`config.mk`:
```
export PLATFORM = sky130hd
export DESIGN_NAME = euler_writeback_stage
export DESIGN_NICKNAME = d
export VERILOG_FILES = /design/src/rtl/euler_writeback_stage_pkg.sv /design/src/rtl/euler_writeback_stage_sat_update.sv /design/src/rtl/euler_writeback_stage.sv
export SDC_FILE = /design/constraint.sdc
export NUM_CORES = 1
export LEC_CHECK = 0
export CAP_MARGIN = 20
export CORE_UTILIZATION = 42
export DETAILED_ROUTE_END_ITERATION = 10
export PLACE_DENSITY = 0.71
export SLEW_MARGIN = 20
export SYNTH_ARGS = -nofsm -noshare
export SYNTH_HDL_FRONTEND = slang
export SYNTH_SLANG_ARGS = --single-unit
```
`constraint.sdc`:
```
create_clock -name i_clk -period 12.7 [get_ports i_clk]
set_input_delay 2.54 -clock i_clk [delete_from_list [all_inputs] [get_ports i_clk]]
set_output_delay 2.54 -clock i_clk [all_outputs]
set_load 0.005 [all_outputs]
```
`src/rtl/euler_writeback_stage_pkg.sv`:
```
// Shared definitions for the Euler write-back stage.
//   wb_state_e       : FSM state encoding
//   DefaultFracBits  : default Q-format fractional bits of the step size
package euler_writeback_stage_pkg;

    typedef enum logic [2:0] {
        StIdle   = 3'd0,
        StAccum  = 3'd1,
        StReadX  = 3'd2,
        StUpdate = 3'd3,
        StWrite  = 3'd4,
        StDone   = 3'd5
    } wb_state_e;

    localparam int unsigned DefaultFracBits = 8;

endpackage

```
`src/rtl/euler_writeback_stage_sat_update.sv`:
```
// Combinational Euler update: sum = sat(x_old + sat((sat(acc) * h) >>> FRAC_BITS)).
//   i_acc    : wide signed dot-product accumulator
//   i_x_old  : previous state value x_old[row]
//   i_step_h : signed step size with FRAC_BITS fractional bits
//   o_sum    : saturated x_new[row]
//   o_ovf    : high when any of the three stages clamped
module euler_writeback_stage_sat_update
    import euler_writeback_stage_pkg::*;
#(
    parameter int unsigned DATA_SIZE = 16,
    parameter int unsigned ACC_SIZE  = 22,
    parameter int unsigned FRAC_BITS = DefaultFracBits
) (
    input  logic signed [ACC_SIZE-1:0]  i_acc,
    input  logic signed [DATA_SIZE-1:0] i_x_old,
    input  logic signed [DATA_SIZE-1:0] i_step_h,
    output logic signed [DATA_SIZE-1:0] o_sum,
    output logic                        o_ovf
);

    localparam int unsigned ProdW = 2 * DATA_SIZE;
    localparam int unsigned SumW  = DATA_SIZE + 1;

    localparam logic signed [DATA_SIZE-1:0] SatMax = {1'b0, {(DATA_SIZE-1){1'b1}}};
    localparam logic signed [DATA_SIZE-1:0] SatMin = {1'b1, {(DATA_SIZE-1){1'b0}}};

    logic                        w_acc_fits;
    logic signed [DATA_SIZE-1:0] w_acc_sat;
    logic signed [ProdW-1:0]     w_prod;
    logic signed [ProdW-1:0]     w_prod_shift;
    logic                        w_p_fits;
    logic signed [DATA_SIZE-1:0] w_p_sat;
    logic signed [SumW-1:0]      w_sum_full;
    logic                        w_sum_fits;

    // A value fits in DATA_SIZE bits when everything above the new sign bit is a sign copy.
    assign w_acc_fits = (i_acc[ACC_SIZE-1:DATA_SIZE-1] ==
                         {(ACC_SIZE-DATA_SIZE+1){i_acc[ACC_SIZE-1]}});
    assign w_acc_sat  = w_acc_fits ? i_acc[DATA_SIZE-1:0] :
                        (i_acc[ACC_SIZE-1] ? SatMin : SatMax);

    assign w_prod       = ProdW'(w_acc_sat) * ProdW'(i_step_h);
    assign w_prod_shift = w_prod >>> FRAC_BITS;
    assign w_p_fits     = (w_prod_shift[ProdW-1:DATA_SIZE-1] ==
                           {(ProdW-DATA_SIZE+1){w_prod_shift[ProdW-1]}});
    assign w_p_sat      = w_p_fits ? w_prod_shift[DATA_SIZE-1:0] :
                          (w_prod_shift[ProdW-1] ? SatMin : SatMax);

    assign w_sum_full = SumW'(i_x_old) + SumW'(w_p_sat);
    assign w_sum_fits = (w_sum_full[SumW-1] == w_sum_full[SumW-2]);
    assign o_sum      = w_sum_fits ? w_sum_full[DATA_SIZE-1:0] :
                        (w_sum_full[SumW-1] ? SatMin : SatMax);

    assign o_ovf = !w_acc_fits || !w_p_fits || !w_sum_fits;

endmodule

```
`src/rtl/euler_writeback_stage.sv`:
```
// Write-side end of the Euler matrix-vector pipeline. Accumulates one dot product per row
// from the product stream, reads x_old[row], writes x_new[row] = x_old + h*acc.
//   i_clk/i_rst_n          : clock, asynchronous active-low reset
//   i_start, i_shape_*     : begin one step; rows/columns latched on accepted start
//   i_step_h               : signed step size (FRAC_BITS fractional bits)
//   i_prod_valid/_data     : product stream; o_prod_ready high only while accumulating
//   o_x_rd_en/_addr        : one-cycle read of x_old; i_x_rd_data valid one cycle later
//   o_wr_en/_addr/_data    : one write per row
//   o_row_done/final_done  : per-row and end-of-step pulses
//   o_busy, o_overflow     : not idle; sticky saturation flag cleared on accepted start
module euler_writeback_stage
    import euler_writeback_stage_pkg::*;
#(
    parameter int unsigned ADD_SIZE  = 16,
    parameter int unsigned DATA_SIZE = 16,
    parameter int unsigned MAX_DIM   = 6,
    parameter int unsigned FRAC_BITS = DefaultFracBits,
    parameter int unsigned X_BASE    = 0,
    parameter int unsigned WR_BASE   = 0
) (
    input  logic                        i_clk,
    input  logic                        i_rst_n,
    input  logic                        i_start,
    input  logic [MAX_DIM-1:0]          i_shape_0,
    input  logic [MAX_DIM-1:0]          i_shape_1,
    input  logic signed [DATA_SIZE-1:0] i_step_h,
    input  logic                        i_prod_valid,
    input  logic signed [DATA_SIZE-1:0] i_prod_data,
    output logic                        o_prod_ready,
    output logic                        o_x_rd_en,
    output logic [ADD_SIZE-1:0]         o_x_rd_addr,
    input  logic signed [DATA_SIZE-1:0] i_x_rd_data,
    output logic                        o_wr_en,
    output logic [ADD_SIZE-1:0]         o_wr_addr,
    output logic signed [DATA_SIZE-1:0] o_wr_data,
    output logic                        o_row_done,
    output logic                        o_final_done,
    output logic                        o_busy,
    output logic                        o_overflow
);

    localparam int unsigned AccW = DATA_SIZE + MAX_DIM;

    wb_state_e                   r_state;
    logic [MAX_DIM-1:0]          r_shape_0;
    logic [MAX_DIM-1:0]          r_shape_1;
    logic [MAX_DIM-1:0]          r_row;
    logic [MAX_DIM-1:0]          r_col;
    logic signed [DATA_SIZE-1:0] r_step_h;
    logic signed [AccW-1:0]      r_acc;
    logic                        r_x_rd_en;
    logic [ADD_SIZE-1:0]         r_x_rd_addr;
    logic                        r_wr_en;
    logic [ADD_SIZE-1:0]         r_wr_addr;
    logic signed [DATA_SIZE-1:0] r_wr_data;
    logic                        r_row_done;
    logic                        r_final_done;
    logic                        r_overflow;

    logic                        w_col_last;
    logic                        w_row_last;
    logic signed [AccW-1:0]      w_prod_ext;
    logic [ADD_SIZE-1:0]         w_rd_addr;
    logic [ADD_SIZE-1:0]         w_wr_addr;
    logic signed [DATA_SIZE-1:0] w_sum;
    logic                        w_ovf;

    assign w_col_last = (r_col == (r_shape_1 - MAX_DIM'(1)));
    assign w_row_last = (r_row == (r_shape_0 - MAX_DIM'(1)));
    assign w_prod_ext = {{MAX_DIM{i_prod_data[DATA_SIZE-1]}}, i_prod_data};
    assign w_rd_addr  = ADD_SIZE'(X_BASE) + ADD_SIZE'(r_row);
    assign w_wr_addr  = ADD_SIZE'(WR_BASE) + ADD_SIZE'(r_row);

    euler_writeback_stage_sat_update #(
        .DATA_SIZE (DATA_SIZE),
        .ACC_SIZE  (AccW),
        .FRAC_BITS (FRAC_BITS)
    ) u_sat_update (
        .i_acc    (r_acc),
        .i_x_old  (i_x_rd_data),
        .i_step_h (r_step_h),
        .o_sum    (w_sum),
        .o_ovf    (w_ovf)
    );

    always_ff @(posedge i_clk or negedge i_rst_n) begin
        if (!i_rst_n) begin
            r_state      <= StIdle;
            r_shape_0    <= '0;
            r_shape_1    <= '0;
            r_row        <= '0;
            r_col        <= '0;
            r_step_h     <= '0;
            r_acc        <= '0;
            r_x_rd_en    <= 1'b0;
            r_x_rd_addr  <= '0;
            r_wr_en      <= 1'b0;
            r_wr_addr    <= '0;
            r_wr_data    <= '0;
            r_row_done   <= 1'b0;
            r_final_done <= 1'b0;
            r_overflow   <= 1'b0;
        end else begin
            // Strobes are single-cycle; the transitions below re-arm them.
            r_x_rd_en    <= 1'b0;
            r_wr_en      <= 1'b0;
            r_row_done   <= 1'b0;
            r_final_done <= 1'b0;
            unique case (r_state)
                StIdle: begin
                    if (i_start) begin
                        r_shape_0  <= i_shape_0;
                        r_shape_1  <= i_shape_1;
                        r_step_h   <= i_step_h;
                        r_row      <= '0;
                        r_col      <= '0;
                        r_acc      <= '0;
                        r_overflow <= 1'b0;
                        if (i_shape_0 == '0 || i_shape_1 == '0) begin
                            r_state      <= StDone;
                            r_final_done <= 1'b1;
                        end else begin
                            r_state <= StAccum;
                        end
                    end
                end
                StAccum: begin
                    if (i_prod_valid) begin
                        r_acc <= r_acc + w_prod_ext;
                        if (w_col_last) begin
                            r_col       <= '0;
                            r_state     <= StReadX;
                            r_x_rd_en   <= 1'b1;
                            r_x_rd_addr <= w_rd_addr;
                        end else begin
                            r_col <= r_col + MAX_DIM'(1);
                        end
                    end
                end
                StReadX: begin
                    r_state <= StUpdate;
                end
                StUpdate: begin
                    r_wr_data  <= w_sum;
                    r_wr_addr  <= w_wr_addr;
                    r_wr_en    <= 1'b1;
                    r_row_done <= 1'b1;
                    if (w_ovf) begin
                        r_overflow <= 1'b1;
                    end
                    r_state <= StWrite;
                end
                StWrite: begin
                    r_acc <= '0;
                    if (w_row_last) begin
                        r_state      <= StDone;
                        r_final_done <= 1'b1;
                    end else begin
                        r_row   <= r_row + MAX_DIM'(1);
                        r_state <= StAccum;
                    end
                end
                StDone: begin
                    r_state <= StIdle;
                end
                default: begin
                    r_state <= StIdle;
                end
            endcase
        end
    end

    assign o_prod_ready = (r_state == StAccum);
    assign o_busy       = (r_state != StIdle);
    assign o_x_rd_en    = r_x_rd_en;
    assign o_x_rd_addr  = r_x_rd_addr;
    assign o_wr_en      = r_wr_en;
    assign o_wr_addr    = r_wr_addr;
    assign o_wr_data    = r_wr_data;
    assign o_row_done   = r_row_done;
    assign o_final_done = r_final_done;
    assign o_overflow   = r_overflow;

endmodule

```
==> results.md <==
- Die X: around 200 um
- Largest net degree at the start of global routing: between 50 and 60
- Synth warn: 0
- Root buf cell: clkbuf_16
- CTS tree: done
- CP Data Required Time: about 13000 ps
- Layout cells sized above 1: 3.16%
- CP Max Fanout: 16
- All-Layer GR Usage: approximately 22%
- Nets: between 2000 and 2500
- DR DRC count: 0
- Multi-input logic area: between 10000 and 15000 um^2
- Yosys reg bits: 97
- Core Region: 37800 um^2
- IO Pins: about 120
- First-pass GRT wire length: around 70 mm
- Slowest CP cell: or4_4
- Setup total negative slack: 0 ps
- Site Rows: 71
- Crit-path most repeated cell: fa_1
- Slowest stage delay, CP: 590 ps
- Most frequent cells in the layout: 323 x inv_1, 294 x nand2_1, 263 x fa_1
- Clock skew: about 15 ps
- Number of flops mapped to enable cells by yosys: 0
- H-tree depth: 3
- # setup viols final: 0
- Vias per cell: 5.20
- Crit path buffers/inverters: 6
- Prevailing post-synth register cell: dfrtp_1
- Sink Count: slightly below 100
- Status: complete, no violations
- Wirelength per Cell: about 17 um
- Element type at the critical path start: flop
- Max Freq: 83.6 MHz
- Post-DRT Antenna Nets: 0
- Synth cell types: 79
- Max Cap Violations: 0
- Synth async-reset ratio: 100%
- Clock-pin transition on the worst setup and hold timing paths: 90 ps
- Critical path arrival: 12210 ps
- Worst-Margin Slew: 855 ps
- Vias post-DR: between 10000 and 15000
- DRT Pass-1 Iters: 5
- Filler Cell Count: between 3000 and 4000
- Gate Count Post-Synth: approximately 1800
- Period utilization: a little over nine tenths
- GR Overflow Total: 0
- CTS Buf Count: 9
- Syn Std Cell Area: 16200 um^2
- Final hold vios: 0
- Final wirelength: around 41 mm
- Worst slew margin: 43.0%
- Clk_lat worst skew: approximately 370 ps
- CTS Buffer Depth: 2
- Post-CTS Setup Inserts: 0
- Unrepaired setup endpoints after global routing: no
- Die footprint: 39300 um^2
- Cell family with most CP delay: compound AO/OA/AOI/OAI gates
- Number of global-route vias before repair: between 10000 and 15000
- Initial DRC count: slightly above 700
- Die height: 198 um
- Crit Path Class: reg -> reg
- Hold/Removal Path Class: reg -> reg
- Initial antenna violation count: 1
- Antenna fix cells: 0
- Sequential area share after synthesis: 15.0%
- Synth Area per Inst: about 8.8 um^2
- Min Tclk post-route: about 12000 ps
- CTS Hold Bufs: 0
- Slew Limit Fails: 0
- Register area: between 2000 and 2500 um^2
- Layout area overhead: 10.8%
- Most common cell after layout, fill and taps aside: inv_1
- Input/output buffers: between 90 and 100
- Routability Congestion: between 0.9 and 1
- Post-DP HPWL: approximately 33 mm
- Initial Util: between 40% and 50%
- CP Capture Type: flop
-- cells by family after synthesis --
family                     after synthesis  share of synthesized area [%]
AOI/OAI and AO/OA                      258                           10.5
xor gates and xnor gates                77                           4.17
adders and majority gates              384                           41.9
buffers and inverters                  406                           9.99
DFF                                     97                           15.0
muxes                                   16                           1.08
other                                    1                         0.0232
and+or+nand+nor                        590                           17.3
-- worst register-to-register path: cells and delay by family (launching register included) --
| kind | cells | cell delay [ps] |
|---|---|---|
| compound gates | 17 | 4130 |
| fa+ha+maj | 9 | 3930 |
| buf+inv | 6 | 820 |
| flops | 1 | 410 |
| mux | 2 | 430 |
| simple gates | 7 | 2150 |
-- layout make-up --
class	count	area share, %
clock inverters	7	0.496
well taps	511	3.57
inverters	324	6.79
multi-input cells	1345	68.2
repair buffers	115	6.18
clock buffers	9	1.26
flip-flops and latches	97	13.6
-- what timing repair did --
action | in CTS | in global routing
endpoints found under the hold margin | 0 | 0
endpoints found under the setup margin | 0 | 6
resized for setup | 0 | 1
-- metrics by stage --
stage / area [um^2] / utilization [%] / cells / hold slack, ps / worst slack (ps)
3_5_place_dp: 17600 / 46.6 / 2392 / 466 / 841
6_report: 17900 / 47.4 / 2408 / 484 / 734
4_1_cts: 17900 / 47.4 / 2408 / 489 / 732
3_3_place_gp: 17600 / 46.6 / 2392 / 460 / 912
5_1_grt: 17900 / 47.4 / 2408 / 517 / 47.6
2_1_floorplan: 16200 / - / 1848 / 465 / 1110
-- flip-flops by register name, indices dropped and copies added (netlist names) --
signal	flops
r_step_h	16
o_wr_data	16
o_x_rd_addr	6
r_state	3
o_row_done	1
o_x_rd_en	1
r_col	6
r_shape_0	6
r_acc	22
o_final_done	1
o_wr_addr	6
o_overflow	1
r_shape_1	6
r_row	6
-- metal layers --
| layer | vias to the layer above | GRT usage, % | routed length, um |
|---|---|---|---|
| met1 | 6183 | 29.8 | 18100 |
| met4 | 2 | 7.03 | 1200 |
| met2 | 442 | 36.1 | 19000 |
| li1 | 5808 | - | - |
| met5 | - | 0 | 12 |
| met3 | 80 | 5.02 | 2900 |
-- synthesized netlist by cell type (3+ instances only) --
| master | instances | area, um^2 |
|---|---|---|
| fa_1 | 263 | 5270 |
| o41ai_1 | 3 | 26.3 |
| a211o_1 | 7 | 61.3 |
| a41oi_1 | 3 | 26.3 |
| o211ai_1 | 3 | 22.5 |
| nor2_1 | 65 | 244 |
| nor2b_1 | 4 | 25.0 |
| o21bai_1 | 10 | 75.1 |
| a211oi_1 | 8 | 60.1 |
| a21o_1 | 33 | 248 |
| nand3b_1 | 4 | 30.0 |
| nand4_1 | 6 | 37.5 |
| nand2b_1 | 11 | 68.8 |
| a31oi_1 | 4 | 25.0 |
| xnor2_1 | 50 | 438 |
| inv_1 | 323 | 1210 |
| o21a_1 | 7 | 52.6 |
| a22o_1 | 5 | 43.8 |
| mux2i_1 | 13 | 130 |
| clkbuf_1 | 57 | 214 |
| o21ai_0 | 80 | 400 |
| a21oi_1 | 53 | 265 |
| buf_1 | 3 | 11.3 |
| and3_1 | 14 | 87.6 |
| o31ai_1 | 7 | 52.6 |
| nor3_1 | 14 | 70.1 |
| and2_1 | 127 | 795 |
| nand3_1 | 23 | 115 |
| dfrtp_1 | 97 | 2430 |
| ha_1 | 120 | 1500 |
| or2_2 | 9 | 56.3 |
| buf_4 | 21 | 158 |
| xor2_1 | 27 | 236 |
| a2111oi_0 | 3 | 26.3 |
| o21ai_1 | 5 | 25.0 |
| nand2_1 | 294 | 1100 |
-- final timing paths --
path                                       startpoint                    endpoint  slack (ps)  depth (start not counted)
min in group asynchronous                     i_rst_n  o_x_rd_addr[2]$_DFFE_PN0P_        2140                          1
hold reg to reg            o_x_rd_addr[3]$_DFFE_PN0P_  o_x_rd_addr[3]$_DFFE_PN0P_         480                          2
hold / removal             o_x_rd_addr[3]$_DFFE_PN0P_  o_x_rd_addr[3]$_DFFE_PN0P_         480                          2
max in group asynchronous                     i_rst_n       r_acc[18]$_DFFE_PN0P_        9410                          2
setup / recovery                r_acc[15]$_DFFE_PN0P_   o_wr_data[12]$_DFFE_PN0P_         730                         41
setup reg to reg                r_acc[15]$_DFFE_PN0P_   o_wr_data[12]$_DFFE_PN0P_         730                         41
Power is left out: the tool's default activity adds up to more than one toggle a clock period on the data nets, which glitch-free logic cannot reach.
